File: config.mk
export PLATFORM = sky130hd
export DESIGN_NAME = cp0_regfile
export DESIGN_NICKNAME = d
export VERILOG_FILES = /design/src/rtl/cp0_pkg.sv /design/src/rtl/cp0_timer.sv /design/src/rtl/cp0_regfile.sv
export SDC_FILE = /design/constraint.sdc
export NUM_CORES = 1
export LEC_CHECK = 0
export ABC_CLOCK_PERIOD_IN_PS = 11400
export BUFFER_PORTS_ARGS = -buffer_cell sky130_fd_sc_hd__buf_2
export CORE_MARGIN = 4
export CORE_UTILIZATION = 58
export CTS_CLUSTER_SIZE = 24
export DETAILED_ROUTE_END_ITERATION = 16
export GPL_ROUTABILITY_DRIVEN = 0
export PLACE_DENSITY = 0.86
export SKIP_CTS_REPAIR_TIMING = 1
export SLEW_MARGIN = 30
export SYNTH_ARGS = -nofsm -noshare
export SYNTH_HDL_FRONTEND = slang
export SYNTH_SLANG_ARGS = --single-unit
export TNS_END_PERCENT = 50
File: constraint.sdc
create_clock -name clk -period 11.4 [get_ports clk]
set_input_delay 3.42 -clock clk [delete_from_list [all_inputs] [get_ports clk]]
set_output_delay 3.42 -clock clk [all_outputs]
set_load 0.02 [all_outputs]
File: src/rtl/cp0_pkg.sv
// Shared CP0 definitions: register addresses, exception codes,
// Status/Cause bit positions, write masks and reset values.
package cp0_pkg;

  // Register addresses, encoded as {rd[4:0], sel[2:0]}
  localparam logic [7:0] ADDR_BADVADDR = {5'd8,  3'd0};
  localparam logic [7:0] ADDR_COUNT    = {5'd9,  3'd0};
  localparam logic [7:0] ADDR_COMPARE  = {5'd11, 3'd0};
  localparam logic [7:0] ADDR_STATUS   = {5'd12, 3'd0};
  localparam logic [7:0] ADDR_CAUSE    = {5'd13, 3'd0};
  localparam logic [7:0] ADDR_EPC      = {5'd14, 3'd0};

  // Cause.ExcCode values
  typedef enum logic [4:0] {
    EXC_INT  = 5'd0,
    EXC_ADEL = 5'd4,
    EXC_ADES = 5'd5,
    EXC_SYS  = 5'd8,
    EXC_BP   = 5'd9,
    EXC_RI   = 5'd10,
    EXC_OV   = 5'd12
  } exc_code_e;

  // Status bit positions
  localparam int STATUS_IE    = 0;
  localparam int STATUS_EXL   = 1;
  localparam int STATUS_IM_LO = 8;
  localparam int STATUS_IM_HI = 15;
  localparam int STATUS_BEV   = 22;

  // Cause bit positions
  localparam int CAUSE_EXC_LO = 2;
  localparam int CAUSE_EXC_HI = 6;
  localparam int CAUSE_IP_LO  = 8;
  localparam int CAUSE_IPSW_HI = 9;
  localparam int CAUSE_IPHW_LO = 10;
  localparam int CAUSE_IP_HI  = 15;
  localparam int CAUSE_TI     = 30;
  localparam int CAUSE_BD     = 31;

  // Number of hardware interrupt slots in Cause.IP[7:2]
  localparam int HW_IP_SLOTS = 6;

  // Software-writable bits
  localparam logic [31:0] STATUS_WMASK = 32'h0000_FF03;
  localparam logic [31:0] CAUSE_WMASK  = 32'h0000_0300;

  // Reset values
  localparam logic [31:0] STATUS_RESET   = 32'h0040_0000;
  localparam logic [31:0] CAUSE_RESET    = 32'h0000_0000;
  localparam logic [31:0] EPC_RESET      = 32'h0000_0000;
  localparam logic [31:0] BADVADDR_RESET = 32'h0000_0000;
  localparam logic [31:0] COUNT_RESET    = 32'h0000_0000;
  localparam logic [31:0] COMPARE_RESET  = 32'h0000_0000;

  // Address-error exceptions are the only ones that capture BadVAddr
  function automatic logic is_addr_exc(input logic [4:0] code);
    return (code == EXC_ADEL) || (code == EXC_ADES);
  endfunction

endpackage

File: src/rtl/cp0_timer.sv
// CP0 timer: prescaled Count, Compare, and the sticky timer interrupt TI.
module cp0_timer
  import cp0_pkg::*;
#(
  parameter int COUNT_DIV = 2
) (
  input  logic        clk,
  input  logic        rst,
  input  logic        count_we,
  input  logic        compare_we,
  input  logic [31:0] write_data,
  output logic [31:0] count,
  output logic [31:0] compare,
  output logic        ti
);

  // Prescaler terminal value; COUNT_DIV of 1 means a tick every cycle
  localparam logic [3:0] PRESC_MAX = 4'(COUNT_DIV - 1);

  logic [3:0]  presc_q;
  logic [31:0] count_q;
  logic [31:0] compare_q;
  logic        ti_q;
  logic        tick;
  logic [31:0] count_inc;

  // Tick detection and the value Count would advance to
  always_comb begin
    tick      = (presc_q == PRESC_MAX);
    count_inc = count_q + 32'd1;
  end

  // Prescaler, Count, Compare and TI state; a Count write restarts the
  // prescaler and replaces the increment, a Compare write beats a match
  always_ff @(posedge clk) begin
    if (rst) begin
      presc_q   <= 4'd0;
      count_q   <= COUNT_RESET;
      compare_q <= COMPARE_RESET;
      ti_q      <= 1'b0;
    end else begin
      if (count_we) begin
        count_q <= write_data;
        presc_q <= 4'd0;
      end else if (tick) begin
        count_q <= count_inc;
        presc_q <= 4'd0;
      end else begin
        presc_q <= presc_q + 4'd1;
      end

      if (compare_we) begin
        compare_q <= write_data;
        ti_q      <= 1'b0;
      end else if (tick && !count_we && (count_inc == compare_q)) begin
        ti_q <= 1'b1;
      end
    end
  end

  assign count   = count_q;
  assign compare = compare_q;
  assign ti      = ti_q;

endmodule

File: src/rtl/cp0_regfile.sv
// CP0 register file: Status, Cause, EPC, BadVAddr, the MFC0 read mux,
// exception/ERET sequencing and the interrupt request; timer in cp0_timer.
module cp0_regfile
  import cp0_pkg::*;
#(
  parameter int HW_INT_NUM = 6,
  parameter int COUNT_DIV  = 2
) (
  input  logic                  clk,
  input  logic                  rst,
  input  logic                  write_en,
  input  logic                  read_en,
  input  logic [7:0]            addr,
  input  logic [31:0]           write_data,
  output logic [31:0]           read_data,
  input  logic [HW_INT_NUM-1:0] hw_int,
  input  logic                  exc_valid,
  input  logic [4:0]            exc_code,
  input  logic [31:0]           exc_pc,
  input  logic                  exc_in_delay_slot,
  input  logic [31:0]           exc_badvaddr,
  input  logic                  eret,
  output logic [31:0]           status_o,
  output logic [31:0]           cause_o,
  output logic [31:0]           epc_o,
  output logic                  int_pending
);

  // Status fields
  logic [7:0]  im_q;
  logic        exl_q;
  logic        ie_q;

  // Cause fields
  logic        bd_q;
  logic [4:0]  exc_code_q;
  logic [1:0]  ip_sw_q;
  logic [HW_IP_SLOTS-1:0] ip_hw_q;

  logic [31:0] epc_q;
  logic [31:0] badvaddr_q;

  // Timer interface
  logic [31:0] count;
  logic [31:0] compare;
  logic        ti;
  logic        count_we;
  logic        compare_we;

  // Interrupt lines widened to the six Cause.IP hardware slots
  logic [HW_IP_SLOTS-1:0] hw_ext;
  logic        ip7;
  logic [31:0] epc_exc;

  // Timer writes are never blocked by exception or ERET
  always_comb begin
    count_we   = write_en && (addr == ADDR_COUNT);
    compare_we = write_en && (addr == ADDR_COMPARE);
    hw_ext     = HW_IP_SLOTS'(hw_int);
    epc_exc    = exc_in_delay_slot ? (exc_pc - 32'd4) : exc_pc;
  end

  cp0_timer #(
    .COUNT_DIV (COUNT_DIV)
  ) u_timer (
    .clk        (clk),
    .rst        (rst),
    .count_we   (count_we),
    .compare_we (compare_we),
    .write_data (write_data),
    .count      (count),
    .compare    (compare),
    .ti         (ti)
  );

  // Architectural state: exception beats ERET beats MTC0 for EXL/EPC/Cause
  always_ff @(posedge clk) begin
    if (rst) begin
      im_q       <= STATUS_RESET[STATUS_IM_HI:STATUS_IM_LO];
      exl_q      <= STATUS_RESET[STATUS_EXL];
      ie_q       <= STATUS_RESET[STATUS_IE];
      bd_q       <= CAUSE_RESET[CAUSE_BD];
      exc_code_q <= CAUSE_RESET[CAUSE_EXC_HI:CAUSE_EXC_LO];
      ip_sw_q    <= CAUSE_RESET[CAUSE_IPSW_HI:CAUSE_IP_LO];
      ip_hw_q    <= CAUSE_RESET[CAUSE_IP_HI:CAUSE_IPHW_LO];
      epc_q      <= EPC_RESET;
      badvaddr_q <= BADVADDR_RESET;
    end else begin
      ip_hw_q <= hw_ext;

      if (exc_valid) begin
        exc_code_q <= exc_code;
        if (is_addr_exc(exc_code)) begin
          badvaddr_q <= exc_badvaddr;
        end
        // A nested exception keeps the original return point
        if (!exl_q) begin
          exl_q <= 1'b1;
          bd_q  <= exc_in_delay_slot;
          epc_q <= epc_exc;
        end
      end else if (eret) begin
        exl_q <= 1'b0;
      end else if (write_en) begin
        case (addr)
          ADDR_STATUS: begin
            im_q  <= write_data[STATUS_IM_HI:STATUS_IM_LO];
            exl_q <= write_data[STATUS_EXL];
            ie_q  <= write_data[STATUS_IE];
          end
          ADDR_CAUSE: begin
            ip_sw_q <= write_data[CAUSE_IPSW_HI:CAUSE_IP_LO];
          end
          ADDR_EPC: begin
            epc_q <= write_data;
          end
          default: begin
          end
        endcase
      end
    end
  end

  // Register views; IP[7] is shared between hw_int[5] and the timer
  always_comb begin
    ip7      = ip_hw_q[5] | ti;
    status_o = {9'd0, 1'b1, 6'd0, im_q, 6'd0, exl_q, ie_q};
    cause_o  = {bd_q, ti, 14'd0, ip7, ip_hw_q[4:0], ip_sw_q, 1'b0,
                exc_code_q, 2'b00};
    epc_o    = epc_q;
  end

  // Interrupt request from registered state only
  always_comb begin
    int_pending = ie_q && !exl_q &&
                  (|(cause_o[CAUSE_IP_HI:CAUSE_IP_LO] & im_q));
  end

  // MFC0 read mux; unimplemented addresses and idle reads return 0
  always_comb begin
    read_data = 32'd0;
    if (read_en) begin
      case (addr)
        ADDR_BADVADDR: read_data = badvaddr_q;
        ADDR_COUNT:    read_data = count;
        ADDR_COMPARE:  read_data = compare;
        ADDR_STATUS:   read_data = status_o;
        ADDR_CAUSE:    read_data = cause_o;
        ADDR_EPC:      read_data = epc_q;
        default:       read_data = 32'd0;
      endcase
    end
  end

endmodule
* Word-level counts from Yosys, hierarchy flattened *
Cells that the tools add are included.

word-level totals
  bits of input ports = 122
  register bits = 157
  word-level logic and storage cells = 70
  output and inout port bits = 129

cells by class
  mux-type cells = 14
  reduce and logical (&&, ||, !) cells = 23
  bitwise gates (word level) = 5
  equality and inequality tests = 12
  $add $sub $neg = 3

operator list
  kind                   number
  $mux 32                9
  $pmux 32 s6            1
  $eq 8x7->1 const B     6
  $add 32x1->32 const B  1
  $eq 32x32->1           1
  $sub 32x3->32 const B  1
  $reduce_and 4->1       3
  $eq 5x3->1 const B     2
  $and 8x8->8            1
  $reduce_or 8->1        1
  $logic_and 1x1->1      6
  $reduce_and 2->1       3
  $reduce_bool 2->1      3
  $reduce_bool 3->1      2
  $add 4x1->4 const B    1
  $eq 4x1->1 const B     1
  $mux 1                 4
  $ne 2x2->1 const B     2
  $not 1->1              3
  $reduce_or 3->1        1
  $logic_not 1->1        2
  $reduce_or 2->1        1
  $logic_or 1x1->1       1
  $or 1x1->1             1

* Depth between registers and ports, before layout *
Gate-level depths: netlist of run 1.

  depth in word-level cells = 5
  gate-level depth with buffers = 10
  mapped depth without buffers = 9

* Hierarchy *
From an unflattened synthesis of run 1, not the netlist that was laid out.

unflattened totals
  cells, all modules = 1252
  area total of the unflattened synthesis = 9882.0 um^2

modules (own cells, without submodules)
  module       cells an instance  times used  sequential area each (um^2)  area an instance (um^2)
  cp0_regfile  752                1           1761.7                       5748.0
  cp0_timer    500                1           1381.3                       4134.0

* Worst setup path after synthesis of run 1 *
Ideal clock, no wire load.

  kind = input-to-output
  start point = input port addr[0]
  end point = output port read_data[10]
  path slack = 2.487 ns
  buffers on the path = 2
  stages on the path = 7
  arrival = 5.493 ns
  data required time = 7.980 ns
  cells stage by stage = or4b_1 > or2_1 > buf_2 > nor4_2 > clkbuf_1 > a22oi_1 > a31oi_1

on the way
  word-level cells in the longest chain between the ends = 3
  elaborated cells on any way between the ends = 8
  those cells by class = eq/ne: 6; mux: 2

ends and longest elaborated chain
  element          line                RTL
  start, declared  cp0_regfile.sv:13   input logic [7:0] addr,
  $eq 8x7->1       cp0_regfile.sv:143  case (addr)
  $pmux 32 s6 (*)  cp0_regfile.sv:143
  $mux 32 (*)      cp0_regfile.sv:142  if (read_en) begin
  end, declared    cp0_regfile.sv:15   output logic [31:0] read_data,

Every way passes the cells marked *; elsewhere a longest branch is shown, timed or not.

* Worst setup path after layout of run 1 *
  start point = input port addr[0]
  end point = output port read_data[30]

The elaborated chain is that of the path after synthesis.

==> results of run 1 <==
## sequential cells by signal, indices dropped and copies added (netlist names)
name             flops
u_timer.compare     32
u_timer.presc_q      4
u_timer.ti           1
epc_o               32
im_q                 8
bd_q                 1
exl_q                1
ip_hw_q              6
exc_code_q           5
ip_sw_q              2
badvaddr_q          32
u_timer.count       32
ie_q                 1
## Yosys cell counts (all sizes together) (3+ instances only)
cell type	instances	area, sq um
or3b	3	26.3
a311oi	4	35.0
nor2	124	468
nand4	16	115
a221oi	4	35.0
mux2i	12	120
buf	73	489
nand3	32	160
xnor2	63	552
o21ai	10	50.1
inv	8	30.0
or3	8	50.1
nor2b	9	56.3
xor2	39	342
nor4	22	171
a21oi	136	681
clkbuf	72	272
a21o	3	22.5
and3	16	100
nor3	23	153
nor3b	8	60.1
and4	4	35.0
a211oi	52	395
a22oi	56	420
nand2	194	728
or4	3	30.0
a222oi	3	30.0
dfxtp	157	3140
a22o	14	123
and2	5	31.3
mux2	7	78.8
or2	3	18.8
ha	4	50.1
a31oi	10	62.6
## per-stage QoR
stage	utilization, %	std cells
finish	69.0	1598
CTS	68.9	1596
global route	69.0	1598
detailed placement	64.7	1564
global placement	64.6	1564
floorplan	-	1267
## metal layers
layer	vias to the layer above	GRT usage (%)
met5	-	0
met4	2	16.0
met3	119	10.4
met2	820	55.1
met1	4669	46.9
li1	4528	-
## cells in the final DEF, fill, tap and decap left out, drive strengths merged, types with 12 or more instances in the layout
master	Yosys	final
buf	73	226
nor3	23	23
mux2i	12	12
dfxtp	157	157
clkbuf	72	20
nand4	16	16
and3	16	16
a22o	14	14
nand2	194	194
nand3	32	32
a21oi	136	136
nor4	22	22
a22oi	56	56
xor2	39	39
xnor2	63	63
a211oi	52	52
nor2	124	124
conb	2	39
## final cells by class
cell class / instances / area (sq um)
Sequential cell: 157 / 3140
Fill cell: 1317 / 4930
Timing Repair Buffer: 226 / 1170
Inverter: 9 / 33.8
Clock inverter: 12 / 206
Clock buffer: 20 / 467
Antenna cell: 2 / 5.00
Multi-Input combinational cell: 956 / 5660
Tap cell: 216 / 270
## logic make-up after synthesis
logic type / Yosys count
buffers and inverters: 154
multiplexers: 19
flip-flops: 157
XOR/XNOR: 102
adder cells (fa/ha/maj): 4
AND/OR/NAND/NOR: 480
other: 2
AO/OA/AOI/OAI: 312
## critical path: cells and delay by family
kind,cells,cell delay [ns]
compound gates,2,0.44
buf+inv,3,0.79
simple gates,3,1.89
## power by group through the flow
stage	registers [uW]	logic (uW)	clock network [uW]
after floorplan	597	91.4	0
after CTS	581	151	650
after global placement	593	147	0
final	581	154	650
after detailed placement	593	150	0
after global routing	583	166	678
## path summary, 6_finish.rpt
check | from | endpoint | slack [ns] | depth (start not counted)
worst min-delay path | badvaddr_q[13] | badvaddr_q[13] | 0.46 | 2
worst max register to register | u_timer.count[10] | u_timer.ti | 8.61 | 7
worst max-delay path | addr[0] | read_data[30] | 1.43 | 8
worst min register to register | badvaddr_q[13] | badvaddr_q[13] | 0.46 | 2
==> Flow_metrics.wiki, run 1 <==
{| class="wikitable"
! Metric !! Value
|-
| Final sum of negative setup slack || 0 ns
|-
| Per-cell routed wire length || 21.0 um
|-
| Largest fanout on the critical path || 17
|-
| Initial antenna violation count || 3
|-
| Worst path slowest cell || nor4_4
|-
| First-pass GRT wire length || 51.4 mm
|-
| TritonCTS clock tree || built
|-
| Critical path class || in -> out
|-
| Via count of the first global-routing pass || 9396
|-
| Starting density of the core || 59.2%
|-
| Required time of the worst setup path || 7.98 ns
|-
| Syn Area/Cell || 7.64 sq um
|-
| Detailed Route Iter0 Violations || 1351
|-
| Switching fraction of total power || 26.2%
|-
| Highest cell delay on the worst timing path || 0.80 ns
|-
| Synth unique cells || 70
|-
| Complex-gate fraction of the synthesized area || 21.5%
|-
| EDFF count, synth || 0
|-
| Clock latency reported for the late side of the worst-skew pair || 0.43 ns
|-
| Hold WS || 0.458 ns
|-
| Count of maximum capacitance violations || 0
|-
| Worst ir drop on vdd || 0.000114 V
|-
| Netlist area before placement || 9400 sq um
|-
| Largest net degree at the start of global routing || 109
|-
| Clock transition at the register clock pins on the worst setup and hold paths after CTS || 0.06 ns
|-
| Final worst-path cycle share || 87.5%
|-
| Worst slack, placed || 1.58 ns
|-
| Share of async-settable or async-resettable flops after synthesis || 0%
|-
| Power share of the sequential group || 42.0%
|-
| Cells along the critical path || buf_2 > or4b_1 > or2_1 > nor4_4 > buf_4 > a22oi_1 > a21oi_1 > buf_2
|-
| Area Growth Syn to Fin || 16.6%
|-
| Final Hold Viols || 0
|-
| Pre-antenna DRT Iters || 6
|-
| IO buf count || 211
|-
| Number of rows in the core area || 46
|-
| Clock sink total || 157
|-
| Sum of routed wire segments on met1 || 12.3 mm
|-
| Max_slew headroom || 32.8%
|-
| Simple-gate portion of the synthesized area || 24.3%
|-
| Dpl cell area || 10300 sq um
|-
| Share of power burned in the clock network || 46.9%
|-
| Yosys warning total || 0
|-
| Total core area || 15900 sq um
|-
| Type of the most critical hold path || reg -> reg
|-
| Detail Route met3 WL || 4.80 mm
|-
| Multiplexer share of the synthesized area || 2.12%
|-
| Worst path arrival time || 6.55 ns
|-
| Horizontal die dimension || 135 um
|-
| # setup viols final || 0
|-
| Clock Root Buffer || clkbuf_16
|-
| DRC violation count after routing || 0
|-
| DR vias/cell || 6.34
|-
| Clock Path Buffers || 2
|-
| Most used cell along the critical path || buf_2
|-
| Max Freq || 0.100 GHz
|-
| Critical Path Start Type || input pin
|-
| Total detailed-routing wirelength || 33.6 mm
|-
| Xor/xnor cell area share of the yosys netlist || 9.50%
|-
| Share of synthesized area occupied by flip-flops and latches || 33.4%
|-
| P_leak || 0.00419 uW
|-
| GRT Residual Overflow || 0
|-
| Minimum period implied by the final worst setup slack || 9.97 ns
|-
| Post-layout nets || 1493
|-
| Flip-flop and latch count after synthesis || 157
|-
| Largest family of logic cells by synthesized area || simple AND/OR/NAND/NOR gates
|-
| Dpl hpwl || 24.4 mm
|-
| Post-layout total power || 1390 uW
|-
| Highest Signal Layer || met5
|-
| Skew final || 0.00812 ns
|-
| Synthesized netlist cell count || 1230
|-
| Dominant register cell in the synthesized netlist || dfxtp_1
|-
| Endpoint type of the worst setup path || primary output
|-
| Vias post-DR || 10138
|-
| Logic gate share of total power || 11.1%
|-
| Setup repair after global routing missed its margin || no
|-
| Fraction of final layout cells sized beyond drive strength 1 || 21.2%
|-
| Net Switching || 363 uW
|-
| Final Instance Area || 11000 sq um
|-
| Global-route usage over all layers || 35.8%
|-
| Setup slack of the critical path after layout || 1.43 ns
|-
| Chip height || 135 um
|-
| Met2 wirelength from detailed routing || 15.0 mm
|-
| H-tree level count || 4
|-
| Area share of fa/ha/maj cells after synthesis || 0.532%
|-
| Internal Power || 1020 uW
|-
| Max Slew Vio Count || 0
|-
| Worst-Margin Slew || 1.00 ns
|-
| Status || completed
|-
| Number of buffers added by the clock tree synthesis step || 17
|-
| Cell area power density || 126 nW/um^2
|-
| Post-route ant nets || 0
|-
| Die Footprint || 18300 sq um
|-
| Io pins || 251
|}
Power figures use the tool's default switching activity.
==> run 2, diff against run 1 <==
- PLACE_DENSITY: 0.86 -> 0.85
- SYNTH_HIERARCHICAL: default -> 1
==> run 2 against run 1 <==
  * Worst setup slack better by 0.50 ns
  * Final cell count up 1.5%
  * Sequential share of layout area down 0.93 points
  * Register-to-register slack better by 0.03 ns
  * Via count up 3.3%
==> Flow_metrics.wiki, run 2 <==
{| class="wikitable"
! Metric !! Value
|-
| Status || completed
|-
| Global-route usage over all layers || 33.8%
|-
| Total detailed-routing wirelength || 34.5 mm
|-
| Max Freq || 0.106 GHz
|-
| Clock transition at the register clock pins on the worst setup and hold paths after CTS || 0.06 ns
|-
| # setup viols final || 0
|-
| Starting density of the core || 59.4%
|-
| IO buf count || 211
|-
| Share of synthesized area occupied by flip-flops and latches || 31.8%
|-
| Clock latency reported for the late side of the worst-skew pair || 0.43 ns
|-
| Hold WS || 0.457 ns
|-
| Chip height || 139 um
|-
| Total core area || 16600 sq um
|-
| Yosys warning total || 6
|-
| Worst ir drop on vdd || 0.000111 V
|-
| Final Hold Viols || 0
|-
| Leading cell type in the layout, fill and taps excluded || buf_2
|-
| Endpoint type of the worst setup path || primary output
|-
| Count of maximum capacitance violations || 0
|-
| H-tree level count || 4
|-
| GRT Residual Overflow || 0
|-
| Max Slew Vio Count || 0
|-
| Per-cell routed wire length || 21.3 um
|-
| Area Growth Syn to Fin || 14.6%
|-
| Synthesized netlist cell count || 1252
|-
| Worst-Margin Slew || 1.06 ns
|-
| Number of rows in the core area || 47
|-
| Minimum period implied by the final worst setup slack || 9.47 ns
|-
| Via count of the first global-routing pass || 9605
|-
| TritonCTS clock tree || built
|-
| Complex-gate fraction of the synthesized area || 17.3%
|-
| Max_slew headroom || 29.0%
|-
| DR vias/cell || 6.45
|-
| Area share of fa/ha/maj cells after synthesis || 0.506%
|-
| Final sum of negative setup slack || 0 ns
|-
| Vias post-DR || 10469
|-
| Clock sink total || 157
|-
| Worst path arrival time || 6.05 ns
|-
| Detailed Route Iter0 Violations || 1684
|-
| DRC violation count after routing || 0
|-
| Yosys top cell area share || 31.8%
|-
| Dominant register cell in the synthesized netlist || dfxtp_1
|-
| Post-layout nets || 1515
|-
| Xor/xnor cell area share of the yosys netlist || 8.95%
|-
| Pre-antenna DRT Iters || 7
|-
| Number of buffers added by the clock tree synthesis step || 17
|-
| Io pins || 251
|-
| Syn Area/Cell || 7.89 sq um
|-
| Cell with the most instances after synthesis || nor2_1
|-
| Largest net degree at the start of global routing || 74
|-
| Required time of the worst setup path || 7.98 ns
|-
| Cell area power density || 120 nW/um^2
|-
| Type of the most critical hold path || reg -> reg
|-
| Initial antenna violation count || 0
|-
| Clock Root Buffer || clkbuf_16
|-
| Largest family of logic cells by synthesized area || simple AND/OR/NAND/NOR gates
|-
| Dpl hpwl || 25.6 mm
|-
| Horizontal die dimension || 139 um
|-
| Largest fanout on the critical path || 22
|-
| Share of async-settable or async-resettable flops after synthesis || 0%
|-
| Netlist area before placement || 9880 sq um
|-
| Flip-flop and latch count after synthesis || 157
|-
| First-pass GRT wire length || 52.0 mm
|-
| Leading cell types in the layout, fill and taps excluded || buf_2 (210), nor2_1 (180), dfxtp_1 (157)
|-
| Multiplexer share of the synthesized area || 6.29%
|-
| Fraction of final layout cells sized beyond drive strength 1 || 21.3%
|-
| Setup repair after global routing missed its margin || no
|-
| Post-route ant nets || 0
|-
| Critical Path Start Type || input pin
|-
| Clock Path Buffers || 2
|-
| Leading cell types by total area after synthesis || dfxtp_1 (32%), nor2_1 (6.8%), xnor2_1 (5.6%)
|-
| Simple-gate portion of the synthesized area || 27.0%
|-
| Final worst-path cycle share || 83.1%
|-
| Fill cell count || 1328
|-
| List of most frequent post-synthesis cells || nor2_1 (180), dfxtp_1 (157), nand2_1 (134), a21oi_1 (92), xnor2_1 (63)
|-
| Yosys top cell by area || dfxtp_1
|-
| Die Footprint || 19200 sq um
|-
| P_leak || 0.00429 uW
|-
| Number of inserted diodes || 0
|-
| Skew final || 0.00951 ns
|-
| Synth unique cells || 84
|-
| EDFF count, synth || 0
|-
| Critical path class || in -> out
|}
[run 2: logic make-up after synthesis]
family,Yosys count
AOI/OAI and AO/OA,256
xor gates and xnor gates,101
adders and majority gates,4
buffers and inverters,148
DFF,157
muxes,60
other,2
and+or+nand+nor,524
[run 2: cell type report]
type	count	area [sq um]	area share (%)
clock buffer	21	470	4.15
clock inverter	11	158	1.39
inverter	10	37.5	0.331
multi-input combinational	984	6120	54.1
sequential	157	3140	27.8
tap	220	275	2.43
timing repair buffer	219	1120	9.88
[run 2: worst max-delay path: stages]
cell and delay, ns:
buf_2 0.38, and4b_1 0.98, nor2b_1 0.39, o2bb2ai_1 0.15, o21ai_0 0.09, a21boi_0 0.38, buf_2 0.24
[run 2: stage by stage]
stage | setup slack [ns] | cell area (sq um) | power [uW] | std cells | utilization [%]
CTS | 1.73 | 11300 | 1350 | 1622 | 68.0
global placement | 1.54 | 10700 | 756 | 1589 | 64.1
finish | 1.93 | 11300 | 1360 | 1622 | 68.1
floorplan | 2.84 | 10000 | 700 | 1289 | -
detailed placement | 1.72 | 10700 | 760 | 1590 | 64.2
global route | 1.95 | 11300 | 1390 | 1622 | 68.1
[run 2: where the power goes]
| group | leakage [uW] | internal (uW) | switching, uW |
|---|---|---|---|
| Combinational | 0.00271 | 55.2 | 116 |
| Clock | 0.000306 | 365 | 237 |
| Sequential | 0.00127 | 564 | 18.7 |
[run 2: worst paths after layout]
kind | from | end | slack, ns | cells past startpoint
min | badvaddr_q[3] | badvaddr_q[3] | 0.46 | 2
max reg2reg | u_timer/count[0] | u_timer/ti | 8.64 | 8
max | addr[5] | read_data[8] | 1.93 | 7
min reg2reg | badvaddr_q[3] | badvaddr_q[3] | 0.46 | 2
[run 2: per-layer routing]
metal,GRT usage [%],part of all wire (%)
met2,54.3,45
met4,15.8,5.1
met5,0,0
met3,8.97,13
met1,42.4,37
